==> src/rtl/loop_nest_sequencer_pkg.sv <==
// Shared definitions for the loop nest sequencer.
//   seq_state_t          : sequencer FSM state (IDLE / RUN / DONE), 2-bit
//   DEFAULT_WIDTH_COUNT  : default width of loop bounds and indices
//   state_is_busy()      : true in the states that report O_Busy
package loop_nest_sequencer_pkg;

  localparam int unsigned DEFAULT_WIDTH_COUNT = 8;

  typedef enum logic [1:0] {
    ST_IDLE = 2'd0,
    ST_RUN  = 2'd1,
    ST_DONE = 2'd2
  } seq_state_t;

  function automatic logic state_is_busy(input seq_state_t s);
    return (s == ST_RUN) || (s == ST_DONE);
  endfunction

endpackage

==> src/rtl/loop_nest_sequencer_loop_level_counter.sv <==
// One level of the loop nest: an index register with a registered terminal
// value (bound - 1) captured at load time.
//   clock, reset : system clock, synchronous active-high reset
//   I_Clear      : force the index to zero (highest priority after reset)
//   I_Load       : capture I_Bound - 1 as the terminal value, clear index
//   I_Bound      : iteration count for this level
//   I_Enable     : advance the index; wraps to zero at the terminal value
//   O_Index      : current index
//   O_Term       : index equals the terminal value
module loop_level_counter
  import loop_nest_sequencer_pkg::*;
#(
  parameter int unsigned WIDTH_COUNT = DEFAULT_WIDTH_COUNT
) (
  input  logic                   clock,
  input  logic                   reset,
  input  logic                   I_Clear,
  input  logic                   I_Load,
  input  logic [WIDTH_COUNT-1:0] I_Bound,
  input  logic                   I_Enable,
  output logic [WIDTH_COUNT-1:0] O_Index,
  output logic                   O_Term
);

  typedef logic [WIDTH_COUNT-1:0] count_t;

  count_t index_q;
  count_t term_q;

  always_ff @(posedge clock) begin
    if (reset) begin
      index_q <= '0;
      term_q  <= '0;
    end else begin
      if (I_Load) begin
        term_q <= I_Bound - count_t'(1);
      end
      if (I_Clear || I_Load) begin
        index_q <= '0;
      end else if (I_Enable) begin
        // Wrap at the terminal value so the index never passes bound - 1.
        index_q <= O_Term ? '0 : index_q + count_t'(1);
      end
    end
  end

  assign O_Index = index_q;
  assign O_Term  = (index_q == term_q);

endmodule

==> src/rtl/loop_nest_sequencer.sv <==
// Two-level loop sequencer: emits one (outer, inner) index pair per beat on
// a valid/ready stream, inner index fastest, and pulses O_Done after the
// final beat.
//   clock, reset                 : system clock, synchronous active-high reset
//   I_Start                      : launch a nest (sampled in IDLE only)
//   I_Abort                      : end the current run without O_Done
//   I_Inner_Bound, I_Outer_Bound : iteration counts, latched at start
//   I_Ready                      : consumer accepts the current beat
//   O_Valid, O_Inner, O_Outer    : beat and its index pair
//   O_Last                       : current beat is the final one of the nest
//   O_Busy                       : high in RUN and DONE
//   O_Done                       : one-cycle completion pulse
module loop_nest_sequencer
  import loop_nest_sequencer_pkg::*;
#(
  parameter int unsigned WIDTH_COUNT = DEFAULT_WIDTH_COUNT
) (
  input  logic                   clock,
  input  logic                   reset,
  input  logic                   I_Start,
  input  logic                   I_Abort,
  input  logic [WIDTH_COUNT-1:0] I_Inner_Bound,
  input  logic [WIDTH_COUNT-1:0] I_Outer_Bound,
  input  logic                   I_Ready,
  output logic                   O_Valid,
  output logic [WIDTH_COUNT-1:0] O_Inner,
  output logic [WIDTH_COUNT-1:0] O_Outer,
  output logic                   O_Last,
  output logic                   O_Busy,
  output logic                   O_Done
);

  seq_state_t state_q;
  seq_state_t state_next;

  logic start_go;
  logic zero_bound;
  logic transfer;
  logic level_clear;
  logic inner_term;
  logic outer_term;

  // Abort in IDLE suppresses a coincident start.
  assign start_go    = (state_q == ST_IDLE) && I_Start && !I_Abort;
  assign zero_bound  = (I_Inner_Bound == '0) || (I_Outer_Bound == '0);
  assign transfer    = O_Valid && I_Ready;
  // Indices sit at zero whenever no run is active, and an abort clears them
  // even if it coincides with a transfer.
  assign level_clear = (state_q != ST_RUN) || I_Abort;

  loop_level_counter #(
    .WIDTH_COUNT (WIDTH_COUNT)
  ) u_inner (
    .clock    (clock),
    .reset    (reset),
    .I_Clear  (level_clear),
    .I_Load   (start_go),
    .I_Bound  (I_Inner_Bound),
    .I_Enable (transfer),
    .O_Index  (O_Inner),
    .O_Term   (inner_term)
  );

  loop_level_counter #(
    .WIDTH_COUNT (WIDTH_COUNT)
  ) u_outer (
    .clock    (clock),
    .reset    (reset),
    .I_Clear  (level_clear),
    .I_Load   (start_go),
    .I_Bound  (I_Outer_Bound),
    .I_Enable (transfer && inner_term),
    .O_Index  (O_Outer),
    .O_Term   (outer_term)
  );

  always_ff @(posedge clock) begin
    if (reset) begin
      state_q <= ST_IDLE;
    end else begin
      state_q <= state_next;
    end
  end

  always_comb begin
    state_next = state_q;
    unique case (state_q)
      ST_IDLE: begin
        if (start_go) begin
          state_next = zero_bound ? ST_DONE : ST_RUN;
        end
      end
      ST_RUN: begin
        if (I_Abort) begin
          state_next = ST_IDLE;
        end else if (transfer && inner_term && outer_term) begin
          state_next = ST_DONE;
        end
      end
      ST_DONE: begin
        state_next = ST_IDLE;
      end
      default: begin
        state_next = ST_IDLE;
      end
    endcase
  end

  always_comb begin
    O_Valid = 1'b0;
    O_Done  = 1'b0;
    O_Busy  = state_is_busy(state_q);
    unique case (state_q)
      ST_RUN:  O_Valid = 1'b1;
      // An abort landing on the DONE cycle cancels the completion pulse.
      ST_DONE: O_Done  = !I_Abort;
      default: ;
    endcase
  end

  assign O_Last = O_Valid && inner_term && outer_term;

endmodule

==> config.mk <==
export PLATFORM = sky130hd
export DESIGN_NAME = loop_nest_sequencer
export DESIGN_NICKNAME = d
export VERILOG_FILES = /design/src/rtl/loop_nest_sequencer_pkg.sv /design/src/rtl/loop_nest_sequencer_loop_level_counter.sv /design/src/rtl/loop_nest_sequencer.sv
export SDC_FILE = /design/constraint.sdc
export NUM_CORES = 1
export LEC_CHECK = 0
export ABC_AREA = 1
export ABC_CLOCK_PERIOD_IN_PS = 1700
export CORE_ASPECT_RATIO = 0.5
export CORE_MARGIN = 1
export CORE_UTILIZATION = 54
export CTS_CLUSTER_SIZE = 24
export DETAILED_ROUTE_END_ITERATION = 10
export DONT_BUFFER_PORTS = 1
export PLACE_DENSITY = 0.69
export SKIP_CTS_REPAIR_TIMING = 1
export SKIP_LAST_GASP = 1
export SYNTH_ARGS = -nofsm -noshare
export SYNTH_HDL_FRONTEND = slang
export SYNTH_SLANG_ARGS = --single-unit
==> constraint.sdc <==
create_clock -name clock -period 1.7 [get_ports clock]
set_input_delay 0.255 -clock clock [delete_from_list [all_inputs] [get_ports clock]]
set_output_delay 0.255 -clock clock [all_outputs]
set_load 0.02 [all_outputs]
== After elaboration in Yosys (flattened, before gate mapping) ==
Index checks and enable logic that the tools add are counted.

* Bits of input ports: 21
* Output and inout bits: 20
* Flip-flop bits (word level): 34

* Reduce and logical (&&, ||, !) cells: 17
* Add/sub/neg operators: 4
* Multiplexer cells: 9
* Eq/ne operators: 7

{| class="wikitable"
|+ Operator list
! kind !! number
|-
| 8-bit by 1-bit adder with 8-bit output, second input constant || 2
|-
| 8-bit equality test || 2
|-
| 8-bit zero test || 2
|-
| 8-bit 2-to-1 mux || 2
|-
| 8-bit by 1-bit subtractor with 8-bit output, second input constant || 2
|-
| 2-bit 2-to-1 mux || 4
|-
| 1-bit logical AND || 7
|-
| 1-bit logical OR || 4
|-
| 2-bit by 1-bit != test with 1-bit output, second input constant || 2
|-
| 2-bit one-hot mux with 2 select lines || 1
|-
| 3-bit != test, second input constant || 1
|-
| 2-bit by 1-bit equality test with 1-bit output, second input constant || 1
|-
| 2-bit equality test, second input constant || 1
|-
| 2-bit zero test || 1
|-
| 1-bit 2-to-1 mux || 2
|-
| 2-bit AND reduction || 1
|-
| 2-bit OR reduction || 1
|-
| 1-bit zero test || 1
|}

== Depth between registers and ports, before layout ==
Gate-level depths: netlist (run 1).

* Depth in word-level cells: 8
* Mapped depth: 11
* Mapped depth without buffers: 11

== Hierarchy ==
A second synthesis (run 1) with hierarchy kept.

* Cell total of the unflattened synthesis: 332
* Area, all modules: 2269.7 um^2

{| class="wikitable"
|+ Modules (own cells, without submodules)
! module !! area an instance (um^2) !! instances !! cells each
|-
| loop_level_counter || 967.2 || 2 || 134
|-
| loop_nest_sequencer || 335.3 || 1 || 64
|}

== Worst setup path before layout (run 1) ==
No wires, ideal clock.

* Kind: register to output
* Start point: register u_inner.index_q[3], in the netlist u_inner.O_Index[3]
* End point: output port O_Last
* Slack: -0.223 ns
* Stages on the path, launching flop included: 9
* Arrival time: 1.668 ns
* Path buffers: 0
* Cell sequence: dfxtp_1 -> inv_2 -> nand2_1 -> nand2_1 -> nor2_1 -> nand2_1 -> nor2_4 -> inv_1 -> nor4_1

* Cells in the longest elaborated chain, start to end: 3

{| class="wikitable"
|+ Ends and longest elaborated chain
! what !! RTL line !! source
|-
| from (decl) || loop_nest_sequencer_loop_level_counter.sv:27 || <nowiki>count_t index_q;</nowiki>
|-
| from (signal assigned) || loop_nest_sequencer_loop_level_counter.sv:42 || <nowiki>index_q <= O_Term ? '0 : index_q + count_t'(1);</nowiki>
|-
| 8-bit equality test || loop_nest_sequencer_loop_level_counter.sv:48 || <nowiki>assign O_Term = (index_q == term_q);</nowiki>
|-
| 1-bit logical AND (2 in a row) || loop_nest_sequencer.sv:121 || <nowiki>assign O_Last = O_Valid && inner_term && outer_term;</nowiki>
|-
| to (decl) || loop_nest_sequencer.sv:28 || <nowiki>output logic O_Last,</nowiki>
|}

No other way between the ends.

== Worst setup path in the final report (run 1) ==
* Start point: register u_inner.index_q[0], in the netlist u_inner.O_Index[0]
* End point: output port O_Last

The elaborated chain is that of the path after synthesis.

==> results of run 1 <==
-- synth_stat cells --
master      n  area (um^2)
o21ai_1     2         10.0
nor4_1      1         6.26
xor2_1     12          105
a21oi_1    19         95.1
nand2_4     2         22.5
ha_1        9          113
nand3_1    16         80.1
o2111ai_1   1         8.76
nand3b_1    1         7.51
a211oi_1    1         7.51
inv_2       3         11.3
o31ai_1     1         7.51
inv_1      60          225
dfxtp_1    34          681
and2_1      1         6.26
nand2_2     1         6.26
nand4_1     5         31.3
nor3_1      8         40.0
nand2_1    76          285
a31o_2      1         8.76
clkbuf_1    2         7.51
xnor2_1     3         26.3
nor3b_2     1         12.5
o211ai_1    1         7.51
nor2_2      2         12.5
nor2_4      1         11.3
o21ai_0    19         95.1
nor2_1     34          128
a31oi_1     4         25.0
buf_2       1         5.00
clkinv_2    1         5.00
-- stage by stage --
| stage | area (um^2) | util, % |
|---|---|---|
| after detailed placement | 2320 | 65.2 |
| after CTS | 2410 | 67.6 |
| final | 2470 | 69.3 |
| after floorplan | 2100 | - |
| after global routing | 2470 | 69.3 |
| after global placement | 2320 | 65.2 |
-- worst min-delay path, cell delays in order --
cell,delay [ns]
a21oi_1,0.02
o21ai_0,0.06
inv_1,0.04
-- power groups by stage --
stage | registers (mW) | logic, mW | clock network (mW)
2_1_floorplan | 0.950 | 0.572 | 0
3_3_place_gp | 0.961 | 0.704 | 0
3_5_place_dp | 0.965 | 0.721 | 0
4_1_cts | 0.948 | 0.728 | 0.609
5_1_grt | 0.962 | 0.895 | 0.634
6_report | 0.949 | 0.797 | 0.590
-- area by class of cell --
type / instances / area (um^2)
timing repair buffer: 29 / 215
tap: 51 / 63.8
clock inverter: 2 / 13.8
fill: 313 / 1090
inverter: 64 / 245
clock buffer: 6 / 72.6
multi-input combinational: 222 / 1180
sequential: 34 / 682
-- sequential cells by signal (all words and copies together) (netlist names) --
name and count:
u_inner.term_q 8, u_outer.term_q 8, state_q 2, u_inner.O_Index 8, u_outer.O_Index 8
-- metal layers --
layer  routed length, um  vias to the layer above
li1                    -                     1080
met1                2340                      871
met2                2090                       52
met3                 292                        9
met4                  80                        0
met5                   0                        -
-- logic make-up (layout without fill, tap and decap cells) --
logic type | Yosys count | count (layout)
simple gates | 149 | 149
flops | 34 | 34
compound gates | 49 | 49
xor+xnor | 15 | 15
buf+inv | 67 | 101
fa+ha+maj | 9 | 9
-- final timing paths --
check,startpoint,endpoint,slack [ns]
max,u_inner.O_Index[0]$_SDFFE_PP0N_,O_Last,-0.20
max reg2reg,state_q[1]$_SDFFE_PP0P_,u_inner.O_Index[6]$_SDFFE_PP0N_,0.12
min,reset,u_inner.term_q[4]$_SDFFE_PP0P_,0.12
min reg2reg,u_inner.term_q[0]$_SDFFE_PP0P_,u_inner.term_q[0]$_SDFFE_PP0P_,0.48
==> run metrics, run 1 <==
Starting DRT DRC Count 135; H-tree Lvls 2; setup TNS -0.200 ns; grt met2 use 43.8%; post-synthesis mux area share 0%; Root Buffer Master clkbuf_8; synthesized flop and latch total 34; final worst path period share 112%; Worst EP arrival 1.64 ns; hpwl dp 3650 um; Pwr Density 945 nW/um^2; Hold Vio Cnt, Final 0; Final min period 1.90 ns; Post-Synth Adder-Cell Area 5.38%; Final Hold Slack 0.118 ns; final net count 386; PortBufs 0; Worst R2R Path Depth 9; crit-path leading delay family simple AND/OR/NAND/NOR gates; Post-Synthesis Cells 323; first-pass GRT wire length 7900 um; Int Pwr 1.48 mW; Antenna Nets Post-Route 0; clock network power share 25.2%; Synth cell types 31; Static Leak 1.18 nW; drt wl/cell 11.8 um; Clock Tree Buf Depth 2; grt met3 use 7.00%; Placed Instances 394; Crit Path Class flip-flop to primary output; Clock transition at path regs 0.07 ns; number of global-route vias before repair 1843; layer with the highest usage met2; clock sinks 34; clock skew 0.00864 ns; grt met1 use 29.5%; Initial Util 58.7%; required time of the critical path 1.44 ns; antenna violations before repair 0; pin count of the biggest net entering global routing 17; Power Total 2.34 mW; sequential share of power 40.6%; number of placed I/O pins 41; row cnt 15; final cell count without fillers 408; die width 90.1 um; post-synthesis simple-gate area fraction 31.0%; crit end category primary output; XOR/XNOR share of the synthesized area 6.28%; Slew Limit Headroom 74.9%; worst-path maximum fanout 3; commonest cells after routing, fill and taps aside nand2_1, inv_1, nor2_1; Net Count, Synth 353; switching part of the total 36.8%; Psw 0.861 mW; GRT Overall Usage 24.8%; status complete, but fails checks; core area 3570 um^2; Syn-to-layout area delta 18.1%; CP max stage cell dfxtp_1; drt via density 4.93; Max Fclk 526 MHz; routed vias 2012; CP bufs+invs 3; post-route worst setup slack -0.200 ns; commonest non-fill, non-tap cell in the layout nand2_1; dpl ws 0.0671 ns; crit path cell chain inv_1 -> nand2_1 -> nand2_1 -> nor2_1 -> nand2_1 -> nor2_4 -> inv_1 -> nor4_2 -> buf_4; residual DRC count 0; Max Cap Viol 0; fraction of layout instances using a drive strength above 1 14.8%; Pre-Repair DR Iteration Count 4; Clock Latency Late Sink 0.29 ns; Comb power frac 34.1%; Cells on Worst Hold Path 3; Slew @ Worst Pin 0.375 ns; Worst IR Drop VDD 580 uV; TritonCTS Buffers 5; Antenna Cells 0; die height 46.0 um; most frequent CP cell nand2_1; Pins Over Slew Limit 0; CP max stage delay 0.35 ns; Ys Warns 0; failing checks negative setup slack; GP Congestion 0.840; sequential area share after synthesis 32.5%; Synth Area in Compound Gates 12.7%; Final setup viols 1; Worst setup SP type flip-flop; syn avg cell area 6.48 um^2; die area 4140 um^2; Routed WL 4800 um; Cell Area, Synth 2090 um^2; WP depth 9; min-delay worst type primary input to flip-flop; total gr overflow 0; CTS tree yes; RSZ-0062 raised after global routing yes; largest family of logic cells by synthesized area simple AND/OR/NAND/NOR gates
No activity file was read; power rests on OpenSTA's default activity.
==> inputs of run 2 (changes only) <==
ABC_AREA = not set   (was 1)
SLEW_MARGIN = 30   (was not set)
SYNTH_HIERARCHICAL = 1   (was not set)
==> run metrics, run 2 <==
Ys Warns 6 (was 0); top-count cell post-synth nor2_1 (was nand2_1); RSZ-0062 raised after global routing yes (unchanged); Antenna Cells 0 (unchanged); Final setup viols 0 (was 1); FFs w/ async S/R, synth 0% (unchanged); PortBufs 0 (unchanged); min-delay worst type primary input to flip-flop (unchanged); Worst IR Drop VDD 515 uV (was 580 uV); worst-path maximum fanout 2 (was 3); biggest area consumer among synthesized cells dfxtp_1 (unchanged); routed vias 1549 (was 2012); sequential area share after synthesis 36.5% (was 32.5%); die area 3700 um^2 (was 4140 um^2); CTS tree yes (unchanged); required time of the critical path 1.44 ns (about the same); Final Cell Area 2290 um^2 (was 2470 um^2); status finished, final reports clean (was complete, but fails checks); die height 43.5 um (was 46.0 um); Slew @ Worst Pin 0.399 ns (was 0.375 ns); antenna violations before repair 0 (unchanged); Slew Limit Headroom 73.3% (was 74.9%); Synth Flop Type dfxtp_1 (unchanged); Static Leak 0.773 nW (was 1.18 nW); Comb power frac 15.8% (was 34.1%); clock network power share 35.2% (was 25.2%); Cell Area, Synth 1860 um^2 (was 2090 um^2); Final Hold Slack 0.0186 ns (was 0.118 ns); dpl ws -0.0708 ns (was 0.0671 ns); hpwl dp 2890 um (was 3650 um); GRT Overall Usage 22.8% (was 24.8%); number of placed I/O pins 41 (unchanged); setup TNS 0 ns (was -0.200 ns); Power Total 1.73 mW (was 2.34 mW); Placed Instances 272 (was 394); Clock Latency Late Sink 0.29 ns (about the same); Max Fclk 597 MHz (was 526 MHz); Synth cell types 32 (was 31); Synth area leaders dfxtp_1, xnor2_1, nor2_1 (was dfxtp_1, nand2_1, inv_1); Routed WL 3770 um (was 4800 um); Worst setup SP type flip-flop (unchanged); Worst EP arrival 1.42 ns (was 1.64 ns); post-route worst setup slack 0.0259 ns (was -0.200 ns); GP Congestion 0.781 (was 0.840); Net Count, Synth 245 (was 353); Post-Synthesis Cells 217 (was 323); Max Cap Viol 0 (unchanged); Clock Tree Buf Depth 2 (unchanged); final cell count without fillers 285 (was 408); final net count 272 (was 386); core area 3140 um^2 (was 3570 um^2); fraction of layout instances using a drive strength above 1 26.9% (was 14.8%); Starting DRT DRC Count 54 (was 135); Psw 0.447 mW (was 0.861 mW); Crit Path Class flip-flop to primary output (unchanged); sequential share of power 49.0% (was 40.6%); Clock transition at path regs 0.07 ns (about the same); Syn-to-layout area delta 23.0% (was 18.1%); utilization after layout 73.1% (was 69.3%); Root Buffer Master clkbuf_8 (unchanged); Cell Area, Placed 2110 um^2 (was 2320 um^2); final worst path period share 98.5% (was 112%); synthesized flop and latch total 34 (unchanged); syn avg cell area 8.59 um^2 (was 6.48 um^2); TritonCTS Buffers 5 (unchanged); Hold Vio Cnt, Final 0 (unchanged); Final min period 1.67 ns (was 1.90 ns); Pins Over Slew Limit 0 (unchanged); total gr overflow 0 (unchanged); clock skew 0.00677 ns (was 0.00864 ns); Initial Util 59.4% (was 58.7%); commonest cells after routing, fill and taps aside nor2_1, buf_4, xnor2_1 (was nand2_1, inv_1, nor2_1); crit end category primary output (unchanged); Pwr Density 755 nW/um^2 (was 945 nW/um^2); drt via density 5.44 (was 4.93); H-tree Lvls 2 (unchanged); number of global-route vias before repair 1504 (was 1843); Pre-Repair DR Iteration Count 3 (was 4); residual DRC count 0 (unchanged); area share of the largest cell type after synthesis 36.5% (was 32.5%); first-pass GRT wire length 6380 um (was 7900 um); Antenna Nets Post-Route 0 (unchanged); most instantiated cells after synthesis nor2_1, dfxtp_1, xnor2_1 (was nand2_1, inv_1, dfxtp_1, nor2_1); drt wl/cell 13.2 um (was 11.8 um); Int Pwr 1.28 mW (was 1.48 mW); switching part of the total 25.8% (was 36.8%); EDFF count, synth 0 (unchanged); row cnt 14 (was 15); clock sinks 34 (unchanged); pin count of the biggest net entering global routing 21 (was 17); die width 85.1 um (was 90.1 um); commonest non-fill, non-tap cell in the layout nor2_1 (was nand2_1)
==> run 2: changes by cell type after synthesis, sizes merged, moves of 4 or more <==
cell | previous run | this run
nand2 | 79 | 17
inv | 63 | 8
xnor2 | 3 | 30
a21oi | 19 | 1
o21ai | 21 | 4
nand3 | 16 | 0
a211oi | 1 | 12
nand4 | 5 | 10
a311oi | 0 | 4
a31oi | 4 | 0
xor2 | 12 | 8
==> run 2: power groups by stage <==
| stage | clock network (mW) | logic (mW) | registers [mW] |
|---|---|---|---|
| detailed placement | 0 | 0.242 | 0.863 |
| global route | 0.675 | 0.301 | 0.850 |
| CTS | 0.632 | 0.243 | 0.845 |
| finish | 0.609 | 0.273 | 0.847 |
| floorplan | 0 | 0.201 | 0.857 |
| global placement | 0 | 0.234 | 0.861 |
==> run 2: per-layer routing <==
layer  up-vias  track usage [%]  wire length (um)
met4         0             8.47                27
met1       706             26.4              1750
met2        33             39.5              1770
met3         2             8.57               230
li1        808                -                 -
met5         -                0                 0
==> run 2: path summary, 6_finish.rpt <==
kind                                                 startpoint                              end  slack (ns)  cells past startpoint
worst max-delay path            u_inner/O_Index[4]$_SDFFE_PP0P_                           O_Last        0.03                      5
worst min register to register   u_outer/term_q[6]$_SDFFE_PP0P_   u_outer/term_q[6]$_SDFFE_PP0P_        0.49                      2
worst min-delay path                                      reset          state_q[0]$_SDFFE_PP0P_        0.02                      1
worst max register to register  u_inner/O_Index[4]$_SDFFE_PP0P_  u_outer/O_Index[7]$_SDFFE_PP0P_        0.04                      8
==> run 2: logic make-up (layout without fill, tap and decap cells) <==
group / count (synthesis) / in the layout / synth area share, %
and+or+nand+nor: 95 / 95 / 25.9
xor gates and xnor gates: 38 / 38 / 17.9
DFF: 34 / 34 / 36.5
AOI/OAI and AO/OA: 25 / 25 / 10.5
buffers and inverters: 16 / 44 / 3.36
adders and majority gates: 7 / 7 / 4.70
muxes: 2 / 2 / 1.07
==> run 2: area by class of cell <==
| cell class | instances | area (um^2) |
|---|---|---|
| Multi-Input combinational cell | 167 | 1190 |
| Timing Repair Buffer | 28 | 214 |
| Tap cell | 40 | 50.0 |
| Sequential cell | 34 | 713 |
| Inverter | 8 | 30.0 |
| Clock inverter | 1 | 5.00 |
| Fill cell | 243 | 845 |
| Clock buffer | 7 | 86.3 |
==> run 2: worst max-delay path: stages (launching register included) <==
cell	delay (ns)
dfxtp_4	0.35
xnor2_2	0.15
nand4_1	0.17
nor2_2	0.14
buf_4	0.12
and3_4	0.21
==> inputs of run 3 (changes only) <==
GPL_TIMING_DRIVEN = 0   (was not set)
==> run metrics, run 3 (same netlist as run 2, synthesis figures left out) <==
Antenna Cells 0 (unchanged); RSZ-0062 raised after global routing yes (unchanged); HP Start reset (unchanged); die width 85.1 um (unchanged); drt via density 5.47 (was 5.44); Pwr Density 760 nW/um^2 (was 755 nW/um^2); hpwl dp 2660 um (was 2890 um); Comb power frac 16.5% (was 15.8%); final worst path period share 105% (was 98.5%); reg2reg start u_inner/O_Index[3]$_SDFFE_PP0P_ (was u_inner/O_Index[4]$_SDFFE_PP0P_); required time of the critical path 1.91 ns (was 1.44 ns); total gr overflow 0 (unchanged); row cnt 14 (unchanged); PortBufs 0 (unchanged); Final min period 1.78 ns (was 1.67 ns); TritonCTS Buffers 5 (unchanged); Power Total 1.67 mW (was 1.73 mW); routed vias 1477 (was 1549); pin count of the biggest net entering global routing 11 (was 21); drt wl/cell 13.5 um (was 13.2 um); failing checks negative setup slack; fraction of layout instances using a drive strength above 1 24.8% (was 26.9%); Worst setup SP type flip-flop (unchanged); number of placed I/O pins 41 (unchanged); Slew Limit Headroom 70.5% (was 73.3%); Worst IR Drop VDD 436 uV (was 515 uV); Worst Setup SP u_inner/O_Index[3]$_SDFFE_PP0P_ (was u_inner/O_Index[4]$_SDFFE_PP0P_); Starting DRT DRC Count 20 (was 54); GP Congestion 0.741 (was 0.781); sequential share of power 50.5% (was 49.0%); clock network power share 33.0% (was 35.2%); Root Buffer Master clkbuf_8 (unchanged); utilization after layout 70.2% (was 73.1%); Initial Util 59.4% (unchanged); Final Hold Slack 0.0202 ns (was 0.0186 ns); Syn-to-layout area delta 18.1% (was 23.0%); Max Cap Viol 0 (unchanged); Pre-Repair DR Iteration Count 4 (was 3); H-tree Lvls 2 (unchanged); commonest non-fill, non-tap cell in the layout nor2_1 (unchanged); crit end category flip-flop (was primary output); Psw 0.436 mW (was 0.447 mW); antenna violations before repair 0 (unchanged); Hold Vio Cnt, Final 0 (unchanged); first-pass GRT wire length 5800 um (was 6380 um); Pins Over Slew Limit 0 (unchanged); switching part of the total 26.0% (was 25.8%); Static Leak 0.681 nW (was 0.773 nW); Int Pwr 1.24 mW (was 1.28 mW); Worst EP arrival 2.00 ns (was 1.42 ns); filler instances 249 (was 243); residual DRC count 0 (unchanged); status complete, but fails checks (was finished, final reports clean); Antenna Nets Post-Route 0 (unchanged); Clock Latency Late Sink 0.28 ns (was 0.29 ns); core area 3140 um^2 (unchanged); worst-path maximum fanout 6 (was 2); Clock Tree Buf Depth 2 (unchanged); clock sinks 34 (unchanged); die height 43.5 um (unchanged); clock skew 0.00541 ns (was 0.00677 ns); Slew @ Worst Pin 0.443 ns (was 0.399 ns); Clock transition at path regs 0.07 ns (about the same); Crit Path Class flip-flop to flip-flop (was flip-flop to primary output); Max Fclk 560 MHz (was 597 MHz); die area 3700 um^2 (unchanged); Final setup viols 10 (was 0); CTS tree yes (unchanged); min-delay worst type primary input to flip-flop (unchanged); final net count 257 (was 272); GRT Overall Usage 20.3% (was 22.8%); post-route worst setup slack -0.0850 ns (was 0.0259 ns); commonest cells after routing, fill and taps aside nor2_1, xnor2_1, nand2_1 (was nor2_1, buf_4, xnor2_1); number of global-route vias before repair 1345 (was 1504); Routed WL 3640 um (was 3770 um)
[run 3: critical path, cell delays in order, from the launching register on]
cell and delay, ns:
dfxtp_4 0.43, xnor2_2 0.13, nand4_1 0.20, nor2_2 0.15, and3_4 0.24, nand4_1 0.17
buf_4 0.19, xor2_1 0.13, nor2_1 0.08
[run 3: per-stage QoR]
stage | setup TNS, ns | setup slack [ns] | std cells | area [um^2]
after CTS | -3.87 | -0.243 | 265 | 2050
after floorplan | -0.0755 | -0.0406 | 217 | 1920
final | -0.571 | -0.0850 | 270 | 2200
after global placement | -1.99 | -0.189 | 257 | 1970
after global routing | -1.45 | -0.184 | 270 | 2200
after detailed placement | -2.94 | -0.231 | 257 | 1970
[run 3: path summary, 6_finish.rpt]
check / cells past startpoint / slack, ns / to
worst min-delay path: 1 / 0.02 / state_q[0]$_SDFFE_PP0P_
worst min register to register: 2 / 0.49 / u_inner/term_q[1]$_SDFFE_PP0P_
worst max register to register: 8 / -0.08 / u_outer/O_Index[3]$_SDFFE_PP0P_
worst max-delay path: 8 / -0.08 / u_outer/O_Index[3]$_SDFFE_PP0P_
[run 3: power by group through the flow]
stage | Clock (mW) | Sequential (mW) | Combinational (mW)
after global placement | 0 | 0.862 | 0.229
after floorplan | 0 | 0.857 | 0.201
after global routing | 0.621 | 0.849 | 0.305
after detailed placement | 0 | 0.862 | 0.235
after CTS | 0.575 | 0.845 | 0.236
final | 0.552 | 0.845 | 0.276
[run 3: routing by layer]
layer | GRT usage (%) | vias to the layer above | share of wire [%]
met5 | 0 | - | 0
met4 | 3.05 | 0 | 0
met3 | 9.14 | 0 | 6.1
met2 | 33.4 | 31 | 46
met1 | 25.4 | 669 | 48
li1 | - | 777 | -
[run 3: layout make-up]
| type | count | area (um^2) | share of cell area (%) |
|---|---|---|---|
| sequential | 34 | 728 | 33.1 |
| buffer | 6 | 37.5 | 1.71 |
| timing repair buffer | 7 | 56.3 | 2.56 |
| tap | 40 | 50.0 | 2.28 |
| multi-input combinational | 167 | 1220 | 55.3 |
| clock buffer | 8 | 80.1 | 3.64 |
| inverter | 8 | 30.0 | 1.37 |
